## config.mk

```make
export PLATFORM = sky130hd
export DESIGN_NAME = vga_fb_arbiter
export DESIGN_NICKNAME = d
export VERILOG_FILES = /design/src/rtl/vga_fb_arbiter.sv
export SDC_FILE = /design/constraint.sdc
export NUM_CORES = 1
export LEC_CHECK = 0
export CAP_MARGIN = 20
export CORE_MARGIN = 2
export CORE_UTILIZATION = 42
export CTS_CLUSTER_SIZE = 20
export DETAILED_ROUTE_END_ITERATION = 8
export GPL_TIMING_DRIVEN = 0
export HOLD_SLACK_MARGIN = 0.08
export PLACE_DENSITY = 0.86
export SETUP_SLACK_MARGIN = 0.4
export SLEW_MARGIN = 20
export SYNTH_ARGS = -nofsm -noshare
export SYNTH_HDL_FRONTEND = slang
export SYNTH_SLANG_ARGS = --single-unit
```

## constraint.sdc

```tcl
create_clock -name clk -period 9.25 [get_ports clk]
set_clock_uncertainty 0.05 [all_clocks]
set_input_delay 1.85 -clock clk [delete_from_list [all_inputs] [get_ports clk]]
set_output_delay 1.85 -clock clk [all_outputs]
set_load 0.02 [all_outputs]
```

## src/rtl/vga_fb_arbiter.sv

```systemverilog
// vga_fb_arbiter: shares one single-port, synchronous-read pixel RAM between
// the VGA refresh path and a CPU request/acknowledge port. The video fetch owns
// the RAM in every p_tick clk; the CPU is granted any other clk while idle.
//
// CPU handshake: the master raises cpu_req with cpu_we/cpu_addr/cpu_wdata stable
// and holds it until it sees cpu_ack. The access is granted in the first idle
// clk without p_tick. cpu_ack pulses for exactly one clk, in the clk after the
// grant, and cpu_rdata is meaningful only in that clk. A request dropped early
// still completes; its ack is simply ignored by the master.
module vga_fb_arbiter #(
  parameter int H_RES  = 640,
  parameter int V_RES  = 480,
  parameter int SCALE  = 4,
  parameter int ADDR_W = 15
) (
  input  logic              clk,
  input  logic              reset,
  input  logic              p_tick,
  input  logic [9:0]        pixel_x,
  input  logic [9:0]        pixel_y,
  input  logic              video_on,
  input  logic              hsync_in,
  input  logic              vsync_in,
  output logic              hsync,
  output logic              vsync,
  output logic [2:0]        rgb,
  input  logic              cpu_req,
  input  logic              cpu_we,
  input  logic [ADDR_W-1:0] cpu_addr,
  input  logic [2:0]        cpu_wdata,
  output logic [2:0]        cpu_rdata,
  output logic              cpu_ack,
  output logic [ADDR_W-1:0] mem_addr,
  output logic              mem_we,
  output logic [2:0]        mem_wdata,
  input  logic [2:0]        mem_rdata,
  output logic              fsm_state
);

  localparam int FB_W  = H_RES / SCALE;
  localparam int FB_H  = V_RES / SCALE;
  localparam int SHIFT = $clog2(SCALE);
  localparam logic [ADDR_W:0] FB_SIZE = (ADDR_W+1)'(FB_W * FB_H);

  typedef enum logic {
    IDLE = 1'b0,
    ACK  = 1'b1
  } state_t;

  state_t            state;
  logic [9:0]        row;
  logic [9:0]        col;
  logic [ADDR_W-1:0] video_addr;
  logic              in_range;
  logic              grant;
  logic              acc_read;
  logic              fetch_d;
  logic [2:0]        pix_buf;
  logic              vid_d;
  logic              hs_d;
  logic              vs_d;

  // Framebuffer address of the current pixel: row*FB_W built from shifted
  // copies of row, one per set bit of FB_W, so no multiplier is inferred.
  always_comb begin
    row        = pixel_y >> SHIFT;
    col        = pixel_x >> SHIFT;
    video_addr = ADDR_W'(col);
    for (int i = 0; i < ADDR_W; i++) begin
      if (FB_W[i]) video_addr = video_addr + (ADDR_W'(row) << i);
    end
  end

  // CPU grant: idle FSM, pending request, no video slot, not in reset.
  always_comb begin
    in_range = {1'b0, cpu_addr} < FB_SIZE;
    grant    = reset && (state == IDLE) && cpu_req && !p_tick;
  end

  // RAM port mux: the grant clk belongs to the CPU, every other clk presents
  // the video address as a read (the p_tick clk is the one that matters).
  always_comb begin
    mem_addr  = grant ? cpu_addr : video_addr;
    mem_we    = grant && cpu_we && in_range;
    mem_wdata = cpu_wdata;
  end

  // CPU FSM: grant in IDLE, one-clk acknowledge in ACK, then back to IDLE.
  always_ff @(posedge clk or negedge reset) begin
    if (!reset) begin
      state    <= IDLE;
      cpu_ack  <= 1'b0;
      acc_read <= 1'b0;
    end else begin
      case (state)
        IDLE: begin
          if (grant) begin
            state    <= ACK;
            cpu_ack  <= 1'b1;
            acc_read <= !cpu_we && in_range;
          end
        end
        ACK: begin
          state    <= IDLE;
          cpu_ack  <= 1'b0;
          acc_read <= 1'b0;
        end
        default: begin
          state    <= IDLE;
          cpu_ack  <= 1'b0;
          acc_read <= 1'b0;
        end
      endcase
    end
  end

  // Read data arrives from the RAM during the ACK clk; out-of-range reads
  // and writes return zero.
  always_comb begin
    cpu_rdata = acc_read ? mem_rdata : 3'b000;
    fsm_state = state;
  end

  // Video pipe: capture the fetched pixel and its sync/visibility flags the
  // clk after p_tick, then present them together at the following p_tick.
  always_ff @(posedge clk or negedge reset) begin
    if (!reset) begin
      fetch_d <= 1'b0;
      pix_buf <= 3'b000;
      vid_d   <= 1'b0;
      hs_d    <= 1'b0;
      vs_d    <= 1'b0;
      rgb     <= 3'b000;
      hsync   <= 1'b0;
      vsync   <= 1'b0;
    end else begin
      fetch_d <= p_tick;
      if (fetch_d) begin
        pix_buf <= mem_rdata;
        vid_d   <= video_on;
        hs_d    <= hsync_in;
        vs_d    <= vsync_in;
      end
      if (p_tick) begin
        rgb   <= vid_d ? pix_buf : 3'b000;
        hsync <= hs_d;
        vsync <= vs_d;
      end
    end
  end

endmodule

```

* Word level (Yosys, flattened, before mapping) *
Cells that the tools add are included.

storage, ports and cells
  register bits = 15
  input port bits = 49
  output and inout bits = 29
  word-level logic and storage cells = 33

operators by class
  add/subtract/negate cells = 2
  magnitude comparators = 1
  equality and inequality tests = 1
  muxes and demuxes = 9
  bitwise gates (word level) = 1
  reductions and logical operators = 8

operators with widths
  kind                                                 number
  14-bit by 15-bit adder with 15-bit output            1
  15-bit less-than comparator (second input constant)  1
  15-bit two-way mux                                   1
  8-bit by 13-bit adder with 14-bit output             1
  1-bit logical AND                                    6
  3-bit two-way mux                                    2
  1-bit one-hot mux with 2 select lines                3
  1-bit two-way mux                                    3
  1-bit logical NOT                                    2
  2-bit inequality test (second input constant)        1
  1-bit inverter                                       1

* Depth between registers and ports, before layout *
Gate-level depths: netlist (run 1).

  depth in word-level cells = 6
  depth in mapped cells = 8
  mapped depth without buffers = 8

* Worst setup path before layout (run 1) *
OpenSTA, ideal clock, no wires.

  kind = input -> output
  from = in pixel_x[9]
  to = out mem_addr[13]
  arrival = 3,756 ps
  data required time = 7,350 ps
  path slack = 3,594 ps
  stages on the path = 8
  path buffers = 0
  cells stage by stage = inv_1 -> fa_1 -> inv_1 -> ha_1 -> a211o_1 -> a2111oi_1 -> o21ai_0 -> nand3_1

between the ends
  word-level cells in the longest chain between the ends = 3

ends and longest elaborated chain
  item                                       line  text
  from (decl)                                19    input logic [9:0] pixel_x,
  8-bit by 13-bit adder with 14-bit output   70    if (FB_W[i]) video_addr = video_addr + (ADDR_W'(row) << i);
  14-bit by 15-bit adder with 15-bit output  70
  15-bit two-way mux                         83    mem_addr = grant ? cpu_addr : video_addr;
  to (decl)                                  33    output logic [ADDR_W-1:0] mem_addr,

No other way between the ends.

* Worst setup path after layout (run 1) *
Ends and elaborated chain as after synthesis.

==> summary.txt, run 1 <==
Run status
  – Outcome: finished, final reports clean

Placement
  – Pre-CTS setup slack: 2360 ps
  – GPL Wtd Cong: around 0.85
  – Port buffer count: 70
  – Post-DP HPWL: 2790 µm

Worst setup path
  – Startpoint types: primary input
  – Setup crit end kind: primary output
  – Worst R2R Path Depth: 5
  – Max FO, Critical Path: 3
  – Crit path kind: in -> out
  – WP data required: 7350 ps
  – WP data arrival: 4980 ps

Synth
  – Post-Syn Area: 1410 µm²
  – Area share of the largest cell type after synthesis: roughly a quarter
  – Share of flip-flops with an asynchronous set or reset: 100%
  – Syn. warnings: 0
  – Area leader, netlist: dfrtp_1
  – Seq/Total Area, Yosys: 26.6%
  – Main synth FF type: dfrtp_1
  – Post-Syn Instances: 139
  – Synth unique cells: 37
  – Number of flops mapped to enable cells by yosys: 0
  – Yosys reg bits: 15
  – Top post-synthesis cells by count: dfrtp_1 (15), ha_1 (15), nor3b_1 (13)
  – Mapped Avg Cell Area: 10.1 µm²
  – Syn nets: a little over 200
  – Synth top area cells: dfrtp_1 (27%), ha_1 (13%), mux2_1 (7.2%)

Clock network
  – Hold-fix buffers at CTS: 0
  – Reg clk slew, reported paths: 80 ps
  – Post-CTS Resized: 0
  – Worst-skew pair later-pin latency: 280 ps
  – CTS root buffer: clkbuf_4
  – H-tree levels: 1
  – Postcts setup bufs: 0
  – CTS tree: done
  – Clock tree sinks: 15
  – TritonCTS buffer count: 3
  – Maximum buffer depth of the clock tree: 2

STA
  – Slew HR: 54.9%
  – FMAX: between 100 and 150 MHz
  – Pins Over Slew Limit: 0
  – Setup tns final: 0 ps
  – Worst Tran Pin Value: 674 ps
  – Post-layout min period: 6880 ps
  – Final Hold Vio Count: 0
  – Setup ws final: around 2400 ps
  – Final period utilization: about 74%
  – RSZ-0062 raised after global routing: false
  – Finish-stage setup viols: 0

Final layout
  – Multi-input logic area: 918 µm²
  – Fraction of layout cells with a size suffix above 1: 11.3%
  – Filler instances: 264
  – Biggest regs: pix_buf: 3 flops, rgb: 3 flops
  – Antenna fix cells: 0
  – Layout area overhead: 55.7%
  – Register area: 375 µm²
  – Final net count: between 200 and 300

Die
  – IO Pins: 78
  – Die width: 61.9 µm
  – Total Die Area: about 3800 µm²
  – Initial Util: 42.9%
  – Core area: 3280 µm²
  – Die outline height: ~62 µm
  – Row cnt: 21

GRT
  – Vias in the first global route: 1188
  – Grt total ovfl: 0
  – Initial antenna violation count: 0
  – Global-route wire length before repair: 5080 µm
  – Total GRT Usage: 17.5%
  – Pin count of the biggest net entering global routing: 17

Routing
  – Routed Wire Length: 3260 µm
  – # DRC: 0
  – DR pass1 iterations: 4
  – DR vias: 1335
  – WL/cell: between 10 and 15 µm
  – ANT nets after route: 0
  – DR vias/cell: 5.15
  – Starting DRT DRC Count: 53

Pwr
  – Reg power frac: between 30% and 40%
  – Pwr Density: 116 nW/µm²
  – Internal power: 165 µW
  – Clock share of power: 14.0%
  – Leak: about 0.00093 µW
  – Comb pwr share: between 50 and 60%
  – Net Switching: 88.7 µW
  – Maximum vdd ir drop: between 0.04 and 0.05 mV
  – Switch share: a little over a third

Flow run
  – Max_cap viols: 0

Min path
  – Tightest Hold Check Type: reg -> reg
  – WHS Path Cells: 1
==> power by group through the flow <==
stage,clock [µW],combinational (µW),sequential (µW)
floorplan,0,73.8,81.9
global placement,0,141,77.5
detailed placement,0,142,78.1
global route,40.1,155,77.5
finish,35.5,142,76.6
CTS,37.3,143,76.7
==> area by class of cell <==
cell class / count / area share, %
Clock buffer: 3 / 1.03
Timing Repair Buffer: 70 / 31.9
Multi-Input combinational cell: 105 / 41.8
Clock inverter: 1 / 0.228
Inverter: 10 / 1.71
Sequential cell: 15 / 17.1
Tap cell: 46 / 2.62
Buffer: 9 / 3.59
==> per-stage QoR <==
stage	cells	area, µm²	hold slack [ps]	utilization [%]	power (µW)
global placement	255	2170	421	66.0	218
finish	259	2200	452	66.9	254
floorplan	139	1410	425	-	156
detailed placement	255	2170	438	66.0	220
CTS	259	2200	456	66.9	257
global route	259	2200	464	66.9	272
==> cell families (layout without fill, tap and decap cells) <==
kind of cell	after synthesis	after routing	share of synthesized area [%]
buffers and inverters	19	93	8.25
DFF	15	15	26.6
muxes	19	19	15.0
and+or+nand+nor	37	37	18.2
AOI/OAI and AO/OA	30	30	14.6
xor gates and xnor gates	2	2	1.24
adders and majority gates	17	17	16.1
==> routing by layer <==
metal / vias to the layer above / share of wire, % / GRT usage [%]
met5: - / 0 / 0
met4: 0 / 0 / 4.56
met3: 0 / 6.2 / 2.48
met2: 47 / 51 / 30.4
met1: 624 / 43 / 22.7
li1: 664 / - / -
==> worst max-delay path, stage by stage <==
cell	delay, ps
clkdlybuf4s50_1	460
inv_1	60
fa_1	520
inv_1	70
ha_1	310
a211o_1	300
a2111oi_1	500
o21ai_0	190
nand3_1	130
clkdlybuf4s50_1	610
==> worst paths after layout <==
path,from,end,slack (ps)
max in group asynchronous,reset,rgb[1],6790
hold reg to reg,cpu_ack,cpu_ack,450
hold / removal,cpu_ack,cpu_ack,450
min in group asynchronous,reset,rgb[2],1920
setup reg to reg,fsm_state,acc_read,7770
setup / recovery,pixel_x[9],mem_addr[13],2370
==> placed cells by master (no fill, tap or decap), types with 2 or more instances in the layout <==
master / count
o21a_1: 2
nand2b_1: 2
mux2_1: 9
nand2_1: 4
mux2_2: 8
buf_4: 4
buf_6: 4
dfrtp_1: 15
fa_1: 2
a21o_1: 3
o21ai_0: 6
a211oi_1: 4
o21ai_1: 2
mux2i_1: 2
a21oi_1: 6
ha_1: 15
nor4b_1: 2
nor3b_1: 13
nand3_1: 5
clkdlybuf4s50_1: 70
or4_1: 2
and2_1: 3
clkbuf_4: 3
a211oi_2: 2
inv_1: 10
(Power assumes the default switching activity.)
==> inputs of run 2 (changes only) <==
--- a/config.mk
+++ b/config.mk
@@ -7,12 +7,12 @@
 export LEC_CHECK = 0
 export CAP_MARGIN = 20
 export CORE_MARGIN = 2
-export CORE_UTILIZATION = 42
+export CORE_UTILIZATION = 39
 export CTS_CLUSTER_SIZE = 20
 export DETAILED_ROUTE_END_ITERATION = 8
 export GPL_TIMING_DRIVEN = 0
 export HOLD_SLACK_MARGIN = 0.08
-export PLACE_DENSITY = 0.86
+export PLACE_DENSITY = 0.81
 export SETUP_SLACK_MARGIN = 0.4
 export SLEW_MARGIN = 20
 export SYNTH_ARGS = -nofsm -noshare
==> constraint.sdc (replaced) <==
create_clock -name clk -period 6.65 [get_ports clk]
set_clock_uncertainty 0.05 [all_clocks]
set_input_delay 1.33 -clock clk [delete_from_list [all_inputs] [get_ports clk]]
set_output_delay 1.33 -clock clk [all_outputs]
set_load 0.02 [all_outputs]
==> summary.txt, run 2 (synthesis gave the netlist of run 1 again) <==
Clock network
  – CTS tree: done
  – Postcts setup bufs: 0 (unchanged)
  – Maximum buffer depth of the clock tree: 2 (unchanged)
  – H-tree levels: 1 (unchanged)
  – Worst-skew pair later-pin latency: 280 ps (about the same)
  – Hold-fix buffers at CTS: 0 (unchanged)
  – TritonCTS buffer count: 3 (unchanged)
  – Clock tree sinks: 15 (unchanged)
  – CTS root buffer: clkbuf_4
  – Post-CTS Resized: 0 (unchanged)
  – Reg clk slew, reported paths: 80 ps (about the same)

Worst setup path
  – CP Buf/Inv Count: 4 (unchanged)
  – Worst path depth: 10 (unchanged)
  – Worst-path cell chain: clkdlybuf4s50_1 > inv_1 > fa_1 > inv_1 > ha_1 > a211o_1 > a2111oi_1 > o21ai_0 > nand3_1 > clkdlybuf4s50_1
  – Cell family with most CP delay: buffers and inverters
  – Worst path max stage delay: 600 ps (about the same)
  – Max FO, Critical Path: 3 (unchanged)
  – Setup crit end kind: primary output
  – Crit path kind: in -> out
  – Worst R2R Path Depth: 5 (unchanged)
  – WP data required: 5270 ps (-2080 ps)
  – Critical path's slowest cell: clkdlybuf4s50_1
  – WP data arrival: 4420 ps (-560 ps)
  – Startpoint types: primary input

Flow run
  – Max_cap viols: 0 (unchanged)

STA
  – RSZ-0062 raised after global routing: false
  – Pins Over Slew Limit: 0 (unchanged)
  – Worst Tran Pin Value: 658 ps (-16.3 ps)
  – Slew HR: 56.0% (+1.1 points)
  – Final period utilization: about 87%
  – Setup tns final: 0 ps (unchanged)
  – FMAX: approximately 170 MHz
  – Finish-stage setup viols: 0 (unchanged)
  – Fin Hold WS: 437 ps (-15.0 ps)
  – Final Hold Vio Count: 0 (unchanged)
  – Post-layout min period: between 5000 and 6000 ps

Placement
  – GPL Wtd Cong: 0.921 (+7.8%)
  – Area post-placement: 2170 µm² (unchanged)
  – Post-DP HPWL: 3090 µm (+11%)
  – DP Cell Count: 255 (unchanged)
  – Port buffer count: 70 (unchanged)

Final layout
  – Final net count: 280 (unchanged)
  – Filler instances: 292 (+11%)
  – Design area: 2190 µm² (about the same)
  – Final Instance Count excl. Fillers: 259 (unchanged)
  – Fraction of layout cells with a size suffix above 1: 10.8% (-0.47 points)
  – Antenna fix cells: 0 (unchanged)
  – Layout area overhead: 55.6% (about the same)
  – Biggest regs: pix_buf: 3 flops, rgb: 3 flops
  – Most frequent cells in the layout: clkdlybuf4s50_1 (70), ha_1 (15), dfrtp_1 (15), nor3b_1 (13), inv_1 (10)
  – Commonest non-fill, non-tap cell in the layout: clkdlybuf4s50_1

Routing
  – Routed Wire Length: 3580 µm (+9.9%)
  – DR pass1 iterations: 4 (unchanged)
  – WL/cell: 13.8 µm (+9.9%)
  – DR vias/cell: 5.34 (+3.7%)
  – Starting DRT DRC Count: 41 (-23%)
  – # DRC: 0 (unchanged)
  – ANT nets after route: 0 (unchanged)
  – DR vias: 1384 (+3.7%)

Min path
  – Tightest Hold Check Type: reg -> reg
  – WHS Path Cells: 1 (unchanged)

Die
  – IO Pins: 78 (unchanged)
  – Initial Util: 41.3% (-1.7 points)
  – Row cnt: 21 (unchanged)
  – Core area: 3420 µm² (+4.0%)
  – Die outline height: 64.1 µm (+3.5%)
  – Die width: 64.1 µm (+3.5%)
  – Total Die Area: 4110 µm² (+7.2%)

GRT
  – Total GRT Usage: 18.5% (+0.99 points)
  – Pin count of the biggest net entering global routing: 17 (unchanged)
  – Grt total ovfl: 0 (unchanged)
  – Initial antenna violation count: 0 (unchanged)
  – Vias in the first global route: 1483 (+25%)
  – Global-route wire length before repair: 6120 µm (+21%)

Run status
  – Outcome: finished, final reports clean

Pwr
  – Maximum vdd ir drop: 0.0741 mV (+58%)
  – Pwr Density: 163 nW/µm² (+41%)
  – Leak: 0.000930 µW (-0.29%)
## run 2: cell types whose count changed in the layout (fill, tap and decap cells not counted)
cell / delta
clkinv_2: -1
clkbuf_1: +1
## run 2: path summary, 6_finish.rpt
path | slack, ps | from | to
setup / recovery | 850 | pixel_y[2] | mem_addr[13]
hold / removal | 440 | cpu_ack | cpu_ack
setup reg to reg | 5130 | fsm_state | acc_read
hold reg to reg | 440 | cpu_ack | cpu_ack
max in group asynchronous | 4730 | reset | vid_d
min in group asynchronous | 1400 | reset | rgb[1]
## run 2: where the power goes
group	switching [µW]	internal (µW)	leakage [µW]
logic	93.5	107	0.000732
clock network	27.2	23.3	0.0000150
registers	5.96	101	0.000183
## run 2: metal layers
metal / vias to the layer above / GRT usage (%) / routed length [µm]
met1: 645 / 20.3 / 1410
met4: 0 / 6.65 / 50
li1: 657 / - / -
met2: 74 / 34.6 / 1850
met5: - / 0 / 0
met3: 8 / 4.05 / 271
## run 2: per-stage QoR
step | util, % | power [µW] | setup slack (ps)
2_1_floorplan | - | 217 | 2030
3_3_place_gp | 63.5 | 304 | 835
3_5_place_dp | 63.5 | 309 | 873
4_1_cts | 64.2 | 361 | 853
5_1_grt | 64.2 | 381 | 726
6_report | 64.2 | 358 | 852
## run 2: final cells by class
type	instances	area (µm²)	area share, %
clock buffer	4	26.3	1.20
timing repair buffer	70	701	31.9
buffer	9	78.8	3.59
tap	46	57.6	2.62
inverter	10	37.5	1.71
sequential	15	375	17.1
multi-input combinational	105	918	41.8
## run 2: worst register-to-register path: stages (launching register included)
cell,delay (ps)
dfrtp_1,440
nor4bb_4,350
buf_6,190
buf_6,150
nor3b_1,60
a31o_1,190
